===== src/rtl/mips_multicycle_ctrl.sv =====
// Multicycle MIPS main controller: sequences fetch/decode/execute/memory/writeback
// and drives the shared-memory datapath control lines.
module mips_multicycle_ctrl #(
  parameter int ALUOP_W  = 2,
  parameter int MEM_WAIT = 1,
  parameter int TRAP_EN  = 1
) (
  input  logic               clk,
  input  logic               reset_n,
  input  logic [5:0]         op,
  input  logic               mem_ready,
  output logic               iord,
  output logic               memwrite,
  output logic               irwrite,
  output logic               pcwrite,
  output logic               branch,
  output logic               branch_gtz,
  output logic               alusrca,
  output logic [1:0]         alusrcb,
  output logic [1:0]         immsel,
  output logic               regdst,
  output logic               memtoreg,
  output logic               regwrite,
  output logic [1:0]         pcsrc,
  output logic [ALUOP_W-1:0] aluop,
  output logic               illegal_op,
  output logic [3:0]         state_o
);

  typedef enum logic [3:0] {
    S_FETCH   = 4'd0,
    S_DECODE  = 4'd1,
    S_MEMADR  = 4'd2,
    S_MEMRD   = 4'd3,
    S_MEMWB   = 4'd4,
    S_MEMWR   = 4'd5,
    S_RTYPEEX = 4'd6,
    S_RTYPEWB = 4'd7,
    S_BRANCH  = 4'd8,
    S_IMMEX   = 4'd9,
    S_IMMWB   = 4'd10,
    S_JUMP    = 4'd11,
    S_TRAP    = 4'd12
  } state_t;

  localparam logic [5:0] OP_RTYPE = 6'b000000;
  localparam logic [5:0] OP_LW    = 6'b100011;
  localparam logic [5:0] OP_SW    = 6'b101011;
  localparam logic [5:0] OP_BEQ   = 6'b000100;
  localparam logic [5:0] OP_BGTZ  = 6'b000111;
  localparam logic [5:0] OP_ADDI  = 6'b001000;
  localparam logic [5:0] OP_XORI  = 6'b001110;
  localparam logic [5:0] OP_LUI   = 6'b001111;
  localparam logic [5:0] OP_LI    = 6'b010001;
  localparam logic [5:0] OP_J     = 6'b000010;

  // With a 2-bit aluop every extension op collapses onto code 11
  localparam logic [ALUOP_W-1:0] AO_ADD = ALUOP_W'(0);
  localparam logic [ALUOP_W-1:0] AO_SUB = ALUOP_W'(1);
  localparam logic [ALUOP_W-1:0] AO_FN  = ALUOP_W'(2);
  localparam logic [ALUOP_W-1:0] AO_XOR = ALUOP_W'(3);
  localparam logic [ALUOP_W-1:0] AO_LUI =
    ALUOP_W'((ALUOP_W == 3) ? 4 : 3);
  localparam logic [ALUOP_W-1:0] AO_LI  =
    ALUOP_W'((ALUOP_W == 3) ? 5 : 3);
  localparam logic [ALUOP_W-1:0] AO_GTZ =
    ALUOP_W'((ALUOP_W == 3) ? 6 : 3);

  state_t r_state;
  state_t w_next;
  logic   w_ready;
  logic   w_memwrite;
  logic   w_irwrite;
  logic   w_pcwrite;
  logic   w_branch;
  logic   w_bgtz;
  logic   w_regwrite;
  logic   w_illegal;

  assign w_ready = (MEM_WAIT == 0) | mem_ready;

  always_ff @(posedge clk or negedge reset_n) begin
    if (!reset_n) r_state <= S_FETCH;
    else          r_state <= w_next;
  end

  always_comb begin
    w_next     = S_FETCH;
    iord       = 1'b0;
    w_memwrite = 1'b0;
    w_irwrite  = 1'b0;
    w_pcwrite  = 1'b0;
    w_branch   = 1'b0;
    w_bgtz     = 1'b0;
    alusrca    = 1'b0;
    alusrcb    = 2'b00;
    immsel     = 2'b00;
    regdst     = 1'b0;
    memtoreg   = 1'b0;
    w_regwrite = 1'b0;
    pcsrc      = 2'b00;
    aluop      = AO_ADD;
    w_illegal  = 1'b0;
    case (r_state)
      S_FETCH: begin
        alusrcb   = 2'b01;
        w_irwrite = w_ready;
        w_pcwrite = w_ready;
        w_next    = w_ready ? S_DECODE : S_FETCH;
      end
      S_DECODE: begin
        alusrcb = 2'b11;
        case (op)
          OP_RTYPE:       w_next = S_RTYPEEX;
          OP_LW, OP_SW:   w_next = S_MEMADR;
          OP_BEQ,
          OP_BGTZ:        w_next = S_BRANCH;
          OP_ADDI, OP_XORI,
          OP_LUI, OP_LI:  w_next = S_IMMEX;
          OP_J:           w_next = S_JUMP;
          default: begin
            if (TRAP_EN != 0) begin
              w_next = S_TRAP;
            end else begin
              w_next    = S_FETCH;
              w_illegal = 1'b1;
            end
          end
        endcase
      end
      S_MEMADR: begin
        alusrca = 1'b1;
        alusrcb = 2'b10;
        w_next  = (op == OP_SW) ? S_MEMWR : S_MEMRD;
      end
      S_MEMRD: begin
        iord   = 1'b1;
        w_next = w_ready ? S_MEMWB : S_MEMRD;
      end
      S_MEMWB: begin
        memtoreg   = 1'b1;
        w_regwrite = 1'b1;
      end
      S_MEMWR: begin
        iord       = 1'b1;
        w_memwrite = 1'b1;
        w_next     = w_ready ? S_FETCH : S_MEMWR;
      end
      S_RTYPEEX: begin
        alusrca = 1'b1;
        aluop   = AO_FN;
        w_next  = S_RTYPEWB;
      end
      S_RTYPEWB: begin
        regdst     = 1'b1;
        w_regwrite = 1'b1;
      end
      S_IMMEX: begin
        alusrca = 1'b1;
        alusrcb = 2'b10;
        w_next  = S_IMMWB;
        case (op)
          OP_XORI: begin
            immsel = 2'b01;
            aluop  = AO_XOR;
          end
          OP_LUI: begin
            immsel = 2'b10;
            aluop  = AO_LUI;
          end
          OP_LI:   aluop = AO_LI;
          default: aluop = AO_ADD;
        endcase
      end
      S_IMMWB: w_regwrite = 1'b1;
      S_BRANCH: begin
        alusrca = 1'b1;
        pcsrc   = 2'b01;
        if (op == OP_BGTZ) begin
          w_bgtz = 1'b1;
          aluop  = AO_GTZ;
        end else begin
          w_branch = 1'b1;
          aluop    = AO_SUB;
        end
      end
      S_JUMP: begin
        pcsrc     = 2'b10;
        w_pcwrite = 1'b1;
      end
      S_TRAP: begin
        w_illegal = 1'b1;
        w_next    = S_TRAP;
      end
      default: w_next = S_FETCH;
    endcase
  end

  // Write enables and the trap flag must drop the instant reset asserts
  assign memwrite   = w_memwrite & reset_n;
  assign irwrite    = w_irwrite  & reset_n;
  assign pcwrite    = w_pcwrite  & reset_n;
  assign branch     = w_branch   & reset_n;
  assign branch_gtz = w_bgtz     & reset_n;
  assign regwrite   = w_regwrite & reset_n;
  assign illegal_op = w_illegal  & reset_n;
  assign state_o    = r_state;

endmodule


===== config.mk =====
export PLATFORM = sky130hd
export DESIGN_NAME = mips_multicycle_ctrl
export DESIGN_NICKNAME = d
export VERILOG_FILES = /design/src/rtl/mips_multicycle_ctrl.sv
export SDC_FILE = /design/constraint.sdc
export NUM_CORES = 1
export LEC_CHECK = 0
export CORE_MARGIN = 2
export CORE_UTILIZATION = 42
export CTS_CLUSTER_DIAMETER = 100
export DETAILED_ROUTE_END_ITERATION = 10
export GPL_ROUTABILITY_DRIVEN = 0
export GPL_TIMING_DRIVEN = 0
export PLACE_DENSITY = 0.82
export SETUP_SLACK_MARGIN = 0.4
export SLEW_MARGIN = 20
export SYNTH_ARGS = -nofsm -noshare
export SYNTH_HDL_FRONTEND = slang
export SYNTH_SLANG_ARGS = --single-unit

===== constraint.sdc =====
create_clock -name clk -period 2.4 [get_ports clk]
set_input_delay 0.36 -clock clk [delete_from_list [all_inputs] [get_ports clk]]
set_output_delay 0.36 -clock clk [all_outputs]
set_load 0.1 [all_outputs]

==> impl_metrics.csv, run 1 <==
group,metric,value,unit
run_status,run_status,"stopped before the end",
run_status,stop_stage,"global routing (5_1_grt)",
run_status,stop_error,"[ERROR DPL-0038] Utilization greater than 100%, impossible to legalize",
floorplan,ioPinCount,32,
synthesis,part_of_the_yosys_area_used_for_sequential_elements,15.7,%
synthesis,async_flop_share,100,%
synthesis,postSynthCellCount,99,
synthesis,post_synth_xor_area_fraction,2.75,%
synthesis,synth_cell_types,34,
synthesis,synth-simple-area-share,48.0,%
synthesis,netlist_area,638,µm²
placed_design,dpl.hpwl,1.61,mm
synthesis,synth_area_leaders,"dfrtp_1 16%, nor2_1 8.8%, nor3_1 7.8%",
synthesis,synth-warning-count,0,
clocking,tritoncts.num_buffers,3,
synthesis,synthMuxAreaShare,1.57,%
synthesis,synth_adder_area_share,0,%
clocking,ctsHoldBuffers,0,
synthesis,synth_enable_flop_cells,0,
placed_design,io_buffer_count,29,
synthesis,synth_top_family_by_area,"simple AND/OR/NAND/NOR gates",
floorplan,die_x,43.0,µm
synthesis,synth.net_count,108,
synthesis,yosys.area.top_type,"dfrtp_1",
floorplan,num_rows,14,
timing,timing.repair.worst_endpoint_type,"output port",
synthesis,synth_compound_area_share,24.5,%
floorplan,die_h,43.0,µm
synthesis,synthFlopType,"dfrtp_1",
synthesis,synthMostInstantiatedCell,"nor2_1",
clocking,htree_num_levels,1,
clocking,clk_root_buffer_cell,"clkbuf_4",
synthesis,synthTopCellsByCount,"15 x nor2_1, 12 x nand2_1, 10 x nor3_1",
timing,grt_worst_setup_endpoint,"immsel[1]",
floorplan,start_util,43.4,%
clocking,numClockSinks,4,
clocking,cts-root-to-sink-buffers,2,
synthesis,post_synth.cell_area_avg,6.45,µm²
global_routing,grt_max_degree,11,
synthesis,proportion_of_netlist_area_held_by_the_largest_area_contributor,15.7,%
synthesis,yosys_register_bits,4,
kinds of logic after synthesis:
logic type / count (synthesis)
AND/OR/NAND/NOR: 58
multiplexers: 1
flip-flops: 4
XOR/XNOR: 2
buffers and inverters: 10
AO/OA/AOI/OAI: 24
metrics by stage:
step	cell area [µm²]	std cells	setup TNS, ps	setup WS (ps)
2_1_floorplan	870	99	-1980	-725
3_3_place_gp	1180	144	-7910	-988
3_5_place_dp	1180	144	-8210	-1000
4_1_cts	1340	155	0	156
repair_timing:
action                     in CTS
pin swaps                       6
setup endpoints to repair      23
hold endpoints to repair        0
gates resized for setup       161
setup buffers                   8
==> inputs of run 2 (changes only) <==
==> config.mk (replaced) <==
export PLATFORM = sky130hd
export DESIGN_NAME = mips_multicycle_ctrl
export DESIGN_NICKNAME = d
export VERILOG_FILES = /design/src/rtl/mips_multicycle_ctrl.sv
export SDC_FILE = /design/constraint.sdc
export NUM_CORES = 1
export LEC_CHECK = 0
export CORE_AREA = 2 2 63 65
export DETAILED_ROUTE_END_ITERATION = 10
export DIE_AREA = 0 0 65 67
export GPL_ROUTABILITY_DRIVEN = 0
export GPL_TIMING_DRIVEN = 0
export PLACE_DENSITY_LB_ADDON = 0.15
export SLEW_MARGIN = 20
export SYNTH_ARGS = -nofsm -noshare
export SYNTH_HDL_FRONTEND = slang
export SYNTH_SLANG_ARGS = --single-unit
==> impl_metrics.csv, run 2 <==
group,metric,value,unit
run_status,run_status,"finished clean",
final_layout,number_of_inserted_filler_cells_in_the_final_layout,421,
final_layout,nets,143,
synthesis,synthFlopType,"dfrtp_1",
timing,final-max-slew-violation-count,0,
global_routing,grt_antenna_before_repair,0,
synthesis,part_of_the_yosys_area_used_for_sequential_elements,15.7,%
clocking,tritoncts.num_buffers,3,
synthesis,synth_area_leaders,"dfrtp_1 16%, nor2_1 8.8%, nor3_1 7.8%",
worst_setup_path,critical_path.reg2reg.endpoint,"state_o[2]$_DFF_PN0_",
floorplan,start_util,17.7,%
worst_setup_path,setup.reg_to_reg.worst_slack,930,ps
synthesis,synth-warning-count,0,
placed_design,io_buffer_count,29,
global_routing,first_pass_grt_wire_length,3.80,mm
global_routing,grt_use_total,11.1,%
clocking,clock_latency,210,ps
synthesis,yosys_register_bits,4,
synthesis,synthMostInstantiatedCell,"nor2_1",
detailed_routing,drtAntennaViolNets,0,
clocking,clk_root_buffer_cell,"clkbuf_8",
final_layout,num_antenna_cells,0,
worst_setup_path,rr_worst_depth,6,
worst_setup_path,cp_slowest_stage_delay,460,ps
floorplan,num_rows,22,
global_routing,overflow,0,
worst_setup_path,timing.critical_path.slowest_stage_cell,"dfrtp_4",
floorplan,die_x,65,µm
worst_setup_path,cp.required,2040,ps
synthesis,synthTopCellsByCount,"15 x nor2_1, 12 x nand2_1, 10 x nor3_1",
global_routing,via_count_of_the_first_global_routing_pass,809,
worst_setup_path,critPathMaxFanout,8,
final_layout,largest_register_ff_count,4,
timing,setup_repair_after_global_routing_missed_its_margin,"yes",
detailed_routing,routed_wire_length_per_instance,12.1,µm
clocking,numClockSinks,4,
synthesis,synth.net_count,108,
clocking,cts-root-to-sink-buffers,2,
global_routing,grt_max_degree,11,
clocking,clk_pin_slew,30,ps
synthesis,synth_enable_flop_cells,0,
clocking,cts_tree,"built",
floorplan,ioPinCount,32,
synthesis,proportion_of_netlist_area_held_by_the_largest_area_contributor,15.7,%
synthesis,netlist_area,638,µm²
worst_setup_path,cp-start-kind,"register",
flow_run,timing.max_cap.violations,0,
worst_setup_path,timing.setup.critical_path_class,"register to primary output",
placed_design,dpl.hpwl,1.75,mm
detailed_routing,vias,846,
worst_setup_path,r2r-start,"state_o[1]$_DFF_PN0_",
placed_design,dpl-instance-area,1170,µm²
clocking,htree_num_levels,1,
floorplan,design.core.area,3610,µm²
timing,max_slew_margin,35.3,%
detailed_routing,drt_first_pass_iters,4,
timing,finalSetupViolations,0,
detailed_routing,detail_route.drc_violations,0,
timing,worst_pin_slew,967,ps
worst_setup_path,critical_path.endpoint_type,"primary output",
detailed_routing,vias_per_std_cell,4.70,
timing,fmaxAchievable,433,MHz
timing,hold_viol_final,0,
final_layout,mostFrequentLayoutCells,"10 x nor2_1, 9 x clkdlybuf4s15_2, 8 x nand2_1",
floorplan,die_h,67,µm
synthesis,post_synth.cell_area_avg,6.45,µm²
worst_setup_path,cp_cell_sequence,"clkbuf_8, inv_2, nand2_1, nor3_4, nand4b_1, buf_4, nor3b_4, buf_12",
synthesis,yosys.area.top_type,"dfrtp_1",
final_layout,layout-drive-gt1-share,48.5,%
timing,fin_skew,1.68,ps
detailed_routing,postRouteWirelength,2.17,mm
final_layout,area_delta_synth_final,94.7,%
worst_setup_path,path_delay_family,"simple AND/OR/NAND/NOR gates",
detailed_routing,drt_iter0_drc,24,
floorplan,die_area,4360,µm²
final_layout,postLayoutCellArea,1240,µm²
final_layout,mostFrequentLayoutCell,"nor2_1",
synthesis,async_flop_share,100,%
worst_setup_path,arrival,1950,ps
worst_setup_path,critical_path.n_buffers_inverters,4,
timing,final_min_period_over_clock_period,96.3,%
synthesis,postSynthCellCount,99,
final_layout,utilization,34.5,%
hold_path,timing.hold.worst.class,"input pin to asynchronous set/reset pin",
timing,timing.final.crit_period,2310,ps
synthesis,synth_cell_types,34,
-- run 2: area by class of cell --
cell class	instances	area (µm²)	area share (%)
inverters	2	10.0	0.806
multi-input cells	85	656	52.8
well taps	48	60.1	4.83
flip-flops and latches	4	115	9.26
plain buffers	8	57.6	4.63
repair buffers	30	303	24.4
clock buffers	3	41.3	3.32
-- run 2: stage by stage --
| step | instances | setup TNS, ps | setup slack, ps | hold slack [ps] |
|---|---|---|---|---|
| finish | 180 | 0 | 88.0 | 218 |
| global route | 180 | -18.1 | -18.1 | 242 |
| CTS | 179 | -12.0 | -12.0 | 227 |
| detailed placement | 176 | -9610 | -1040 | 711 |
| global placement | 176 | -9460 | -1020 | 715 |
| floorplan | 99 | -2110 | -726 | 64.4 |
-- run 2: kinds of logic (layout without fill, tap and decap cells) --
| group | after synthesis | in the layout | synth area share (%) |
|---|---|---|---|
| xor gates and xnor gates | 2 | 2 | 2.75 |
| buffers and inverters | 10 | 43 | 7.45 |
| DFF | 4 | 4 | 15.7 |
| muxes | 1 | 1 | 1.57 |
| and+or+nand+nor | 58 | 58 | 48.0 |
| AOI/OAI and AO/OA | 24 | 24 | 24.5 |
-- run 2: timing repair --
action                     4_1_cts  5_1_grt
setup endpoints to repair       19        7
buffers inserted                 0        1
pin swaps                        0        1
hold buffers                     0        0
cloned                           0        0
resized for setup               88        8
-- run 2: worst max path at each step --
stage | from | endpoint | slack, ps | depth (start not counted)
3_3_place_gp | op[2] | aluop[1] | -1020 | 6
4_1_cts | op[4] | aluop[1] | -10 | 6
2_1_floorplan | state_o[2]$_DFF_PN0_ | branch_gtz | -730 | 5
5_1_grt | state_o[1]$_DFF_PN0_ | immsel[0] | -20 | 8
3_5_place_dp | op[2] | aluop[1] | -1040 | 6
6_report | state_o[1]$_DFF_PN0_ | immsel[0] | 90 | 8
-- run 2: per-layer routing --
metal | track usage [%] | wire length, µm
met4 | 1.60 | 0
met2 | 17.8 | 970
met5 | 0 | 0
met1 | 15.4 | 1090
met3 | 2.53 | 111
Power of run 2 is left out: the tool's default activity adds up to more than one toggle a clock period on the data nets, which glitch-free logic cannot reach.
==> inputs of run 3 (changes only) <==
--- a/config.mk
+++ b/config.mk
@@ -10,7 +10,6 @@
 export DIE_AREA = 0 0 65 67
 export GPL_ROUTABILITY_DRIVEN = 0
 export GPL_TIMING_DRIVEN = 0
-export PLACE_DENSITY_LB_ADDON = 0.15
 export SLEW_MARGIN = 20
 export SYNTH_ARGS = -nofsm -noshare
 export SYNTH_HDL_FRONTEND = slang
==> impl_metrics.csv, run 3 (synthesis gave the netlist of run 2 again) <==
group,metric,value,unit
clocking,cts-root-to-sink-buffers,2,
clocking,numClockSinks,4,
floorplan,die_area,4360,µm²
timing,final-max-slew-violation-count,0,
clocking,ctsHoldBuffers,0,
global_routing,via_count_of_the_first_global_routing_pass,828,
final_layout,mostFrequentLayoutCells,"10 x nor2_1, 10 x clkdlybuf4s15_2, 8 x nand2_1",
timing,timing.final.crit_period,2330,ps
worst_setup_path,cp-start-kind,"register",
timing,setup_repair_after_global_routing_missed_its_margin,"yes",
final_layout,largest_register_ff_count,4,
timing,hold_viol_final,0,
detailed_routing,drt_first_pass_iters,4,
global_routing,grt_use_total,10.6,%
placed_design,dpl-instance-area,1170,µm²
timing,fmaxAchievable,429,MHz
timing,worst_pin_slew,966,ps
clocking,clock_latency,220,ps
hold_path,timing.hold.worst.class,"input pin to asynchronous set/reset pin",
placed_design,dpl.cell_count,176,
detailed_routing,detail_route.drc_violations,0,
detailed_routing,vias_per_std_cell,4.96,
detailed_routing,vias,892,
final_layout,area_delta_synth_final,95.1,%
clocking,htree_num_levels,1,
final_layout,num_antenna_cells,0,
final_layout,register_area,115,µm²
timing,max_slew_margin,35.4,%
worst_setup_path,cp.required,2040,ps
global_routing,first_pass_grt_wire_length,3.71,mm
worst_setup_path,arrival,1970,ps
floorplan,die_h,67,µm
final_layout,layout-drive-gt1-share,47.7,%
final_layout,number_of_inserted_filler_cells_in_the_final_layout,388,
clocking,clk_root_buffer_cell,"clkbuf_8",
worst_setup_path,timing.setup.critical_path_class,"register to primary output",
detailed_routing,drt_iter0_drc,26,
floorplan,num_rows,22,
final_layout,multi_input_comb_area,649,µm²
placed_design,io_buffer_count,29,
floorplan,start_util,17.7,%
placed_design,dpl.hpwl,1.73,mm
global_routing,grt_antenna_before_repair,0,
worst_setup_path,critPathMaxFanout,8,
global_routing,overflow,0,
worst_setup_path,critical_path.endpoint_type,"primary output",
floorplan,design.core.area,3610,µm²
floorplan,ioPinCount,32,
global_routing,grt_max_degree,11,
timing,finalSetupViolations,0,
flow_run,timing.max_cap.violations,0,
final_layout,nets,143,
clocking,tritoncts.num_buffers,3,
clocking,cts_tree,"built",
run_status,run_status,"finished clean",
final_layout,stdcell_count,180,
timing,fin_skew,3.23,ps
detailed_routing,drtAntennaViolNets,0,
floorplan,die_x,65,µm
clocking,clk_pin_slew,30,ps
timing,whs,213,ps
detailed_routing,postRouteWirelength,2.21,mm
timing,final_min_period_over_clock_period,97.1,%
final_layout,postLayoutCellArea,1240,µm²
final_layout,utilization,34.5,%
detailed_routing,routed_wire_length_per_instance,12.3,µm
[run 3: changes by cell type in the layout (fill, tap and decap cells not counted), sizes merged]
cell and delta:
buf -2, clkbuf +1, clkdlybuf4s15 +1, clkdlybuf4s50 -1
dlygate4sd2 +1
[run 3: path summary, 6_finish.rpt]
| check | end | cells after the start | slack (ps) | from |
|---|---|---|---|---|
| setup reg to reg | state_o[2]$_DFF_PN0_ | 6 | 910 | state_o[1]$_DFF_PN0_ |
| setup / recovery | immsel[0] | 8 | 70 | state_o[1]$_DFF_PN0_ |
| hold reg to reg | state_o[1]$_DFF_PN0_ | 3 | 710 | state_o[2]$_DFF_PN0_ |
| max in group asynchronous | state_o[2]$_DFF_PN0_ | 1 | 1820 | reset_n |
| min in group clk | state_o[1]$_DFF_PN0_ | 3 | 540 | op[3] |
| hold / removal | state_o[3]$_DFF_PN0_ | 1 | 210 | reset_n |
[run 3: what timing repair did]
action	4_1_cts	5_1_grt
gates cloned	0	0
endpoints found under the hold margin	0	0
gates resized for setup	87	8
buffers inserted	0	1
pin swaps	0	1
endpoints found under the setup margin	19	6
[run 3: cell type report]
type,instances,share of cell area (%)
Multi-Input combinational cell,85,52.2
Timing Repair Buffer,30,25.0
Sequential cell,4,9.25
Tap cell,48,4.82
Buffer,8,4.62
Clock buffer,3,3.32
Inverter,2,0.804
[run 3: worst max-delay path: stages (launching register included)]
cell and delay, ps:
dfrtp_4 460, clkbuf_8 170, inv_2 110, nand2_1 140, nor3_4 180, nand4b_1 120
buf_4 170, nor3b_4 200, buf_12 200
[run 3: metal layers]
layer	GRT usage, %	vias up	routed length (µm)
met5	0	-	0
li1	-	429	-
met1	14.1	416	939
met4	1.60	0	13
met2	17.3	45	1050
met3	3.04	2	207
[run 3: stage by stage]
| step | TNS [ps] | setup WS [ps] |
|---|---|---|
| final | 0 | 69.3 |
| after global routing | -53.8 | -53.8 |
| after CTS | 0 | 12.3 |
| after detailed placement | -9400 | -1010 |
| after global placement | -9140 | -999 |
| after floorplan | -2110 | -726 |
Power of run 3 is left out for the same reason.
==> inputs of run 4 (changes only) <==
--- a/config.mk
+++ b/config.mk
@@ -10,6 +10,7 @@
 export DIE_AREA = 0 0 65 67
 export GPL_ROUTABILITY_DRIVEN = 0
 export GPL_TIMING_DRIVEN = 0
+export MAX_ROUTING_LAYER = met4
 export SLEW_MARGIN = 20
 export SYNTH_ARGS = -nofsm -noshare
 export SYNTH_HDL_FRONTEND = slang
==> impl_metrics.csv, run 4 (synthesis gave the netlist of run 2 again) <==
group,metric,value,unit
run_status,run_status,"finished clean",
worst_setup_path,critical_path.n_buffers_inverters,4,
timing,max_slew_margin,35.4,%
clocking,tritoncts.num_buffers,3,
floorplan,die_x,65,µm
flow_run,timing.max_cap.violations,0,
worst_setup_path,setup.reg_to_reg.worst_slack,920,ps
clocking,clock_latency,220,ps
timing,hold_viol_final,0,
floorplan,ioPinCount,32,
timing,totalNegativeSetupSlack,0,ps
clocking,ctsHoldBuffers,0,
clocking,cts_tree,"built",
worst_setup_path,cp.required,2040,ps
timing,whs,212,ps
timing,final_min_period_over_clock_period,97.1,%
floorplan,num_rows,22,
worst_setup_path,timing.setup.critical_path_class,"register to primary output",
placed_design,dpl.hpwl,1.73,mm
worst_setup_path,arrival,1970,ps
final_layout,layout-drive-gt1-share,47.7,%
global_routing,grt_use_total,10.9,%
final_layout,num_antenna_cells,0,
clocking,htree_num_levels,1,
detailed_routing,routed_wire_length_per_instance,12.3,µm
final_layout,mostFrequentLayoutCells,"10 x nor2_1, 10 x clkdlybuf4s15_2, 8 x nand2_1",
global_routing,grt_max_degree,11,
final_layout,largest_register_ff_count,4,
timing,finalSetupViolations,0,
worst_setup_path,timing.critical_path.slowest_stage_cell,"dfrtp_4",
detailed_routing,drtAntennaViolNets,0,
floorplan,design.core.area,3610,µm²
clocking,cts-root-to-sink-buffers,2,
worst_setup_path,path_delay_family,"buffers and inverters",
detailed_routing,postRouteWirelength,2.21,mm
timing,final.setup.worst_slack,68.8,ps
global_routing,overflow,0,
worst_setup_path,cp-start-kind,"register",
final_layout,area_delta_synth_final,95.1,%
timing,setup_repair_after_global_routing_missed_its_margin,"yes",
placed_design,preCtsSetupSlack,-1010,ps
detailed_routing,drt_first_pass_iters,4,
detailed_routing,drt_iter0_drc,26,
floorplan,die_h,67,µm
final_layout,nets,143,
hold_path,timing.hold.worst.class,"input pin to asynchronous set/reset pin",
detailed_routing,vias,883,
floorplan,start_util,17.7,%
global_routing,grt_antenna_before_repair,0,
floorplan,die_area,4360,µm²
timing,fmaxAchievable,429,MHz
timing,timing.final.crit_period,2330,ps
timing,worst_pin_slew,966,ps
clocking,numClockSinks,4,
clocking,clk_pin_slew,30,ps
placed_design,io_buffer_count,29,
clocking,clk_root_buffer_cell,"clkbuf_8",
timing,final-max-slew-violation-count,0,
worst_setup_path,critical_path.endpoint_type,"primary output",
detailed_routing,detail_route.drc_violations,0,
worst_setup_path,cp_slowest_stage_delay,460,ps
worst_setup_path,cp_cell_sequence,"clkbuf_8, inv_2, nand2_1, nor3_4, nand4b_1, buf_4, nor3b_4, buf_12",
timing,fin_skew,3.23,ps
worst_setup_path,critPathMaxFanout,8,
detailed_routing,vias_per_std_cell,4.91,
global_routing,via_count_of_the_first_global_routing_pass,827,
global_routing,first_pass_grt_wire_length,3.71,mm
-- run 4: final cells by class --
class                           count  area (µm²)
Fill cell                         388        2360
Multi-Input combinational cell     85         649
Timing Repair Buffer               30         312
Sequential cell                     4         115
Tap cell                           48        60.1
Buffer                              8        57.6
Clock buffer                        3        41.3
Inverter                            2        10.0
-- run 4: timing repair --
action | 4_1_cts | 5_1_grt
cloned | 0 | 0
pin swaps | 0 | 1
resized for setup | 87 | 8
buffers inserted | 0 | 1
setup endpoints to repair | 19 | 6
endpoints found under the hold margin | 0 | 0
-- run 4: path summary, 6_finish.rpt --
| check | start | endpoint | depth (start not counted) |
|---|---|---|---|
| worst max-delay path | state_o[1]$_DFF_PN0_ | immsel[0] | 8 |
| worst min-delay path | reset_n | state_o[3]$_DFF_PN0_ | 1 |
| worst max register to register | state_o[1]$_DFF_PN0_ | state_o[2]$_DFF_PN0_ | 6 |
| worst min register to register | state_o[2]$_DFF_PN0_ | state_o[1]$_DFF_PN0_ | 3 |
| max in group asynchronous | reset_n | state_o[2]$_DFF_PN0_ | 1 |
| min in group clk | op[3] | state_o[1]$_DFF_PN0_ | 3 |
-- run 4: stage by stage --
step | instance area (µm²) | cells | utilization, %
floorplan | 816 | 99 | -
finish | 1240 | 180 | 34.5
CTS | 1220 | 179 | 33.7
global route | 1240 | 180 | 34.5
detailed placement | 1170 | 176 | 32.3
global placement | 1170 | 176 | 32.3
-- run 4: routing by layer --
layer,share of wire [%],GRT usage (%),vias to the layer above
met4,0.59,1.60,0
met2,48,17.3,38
met1,44,14.2,412
li1,-,-,431
met3,7.6,2.87,2
met5,0,-,-
Power of run 4 is left out for the same reason.
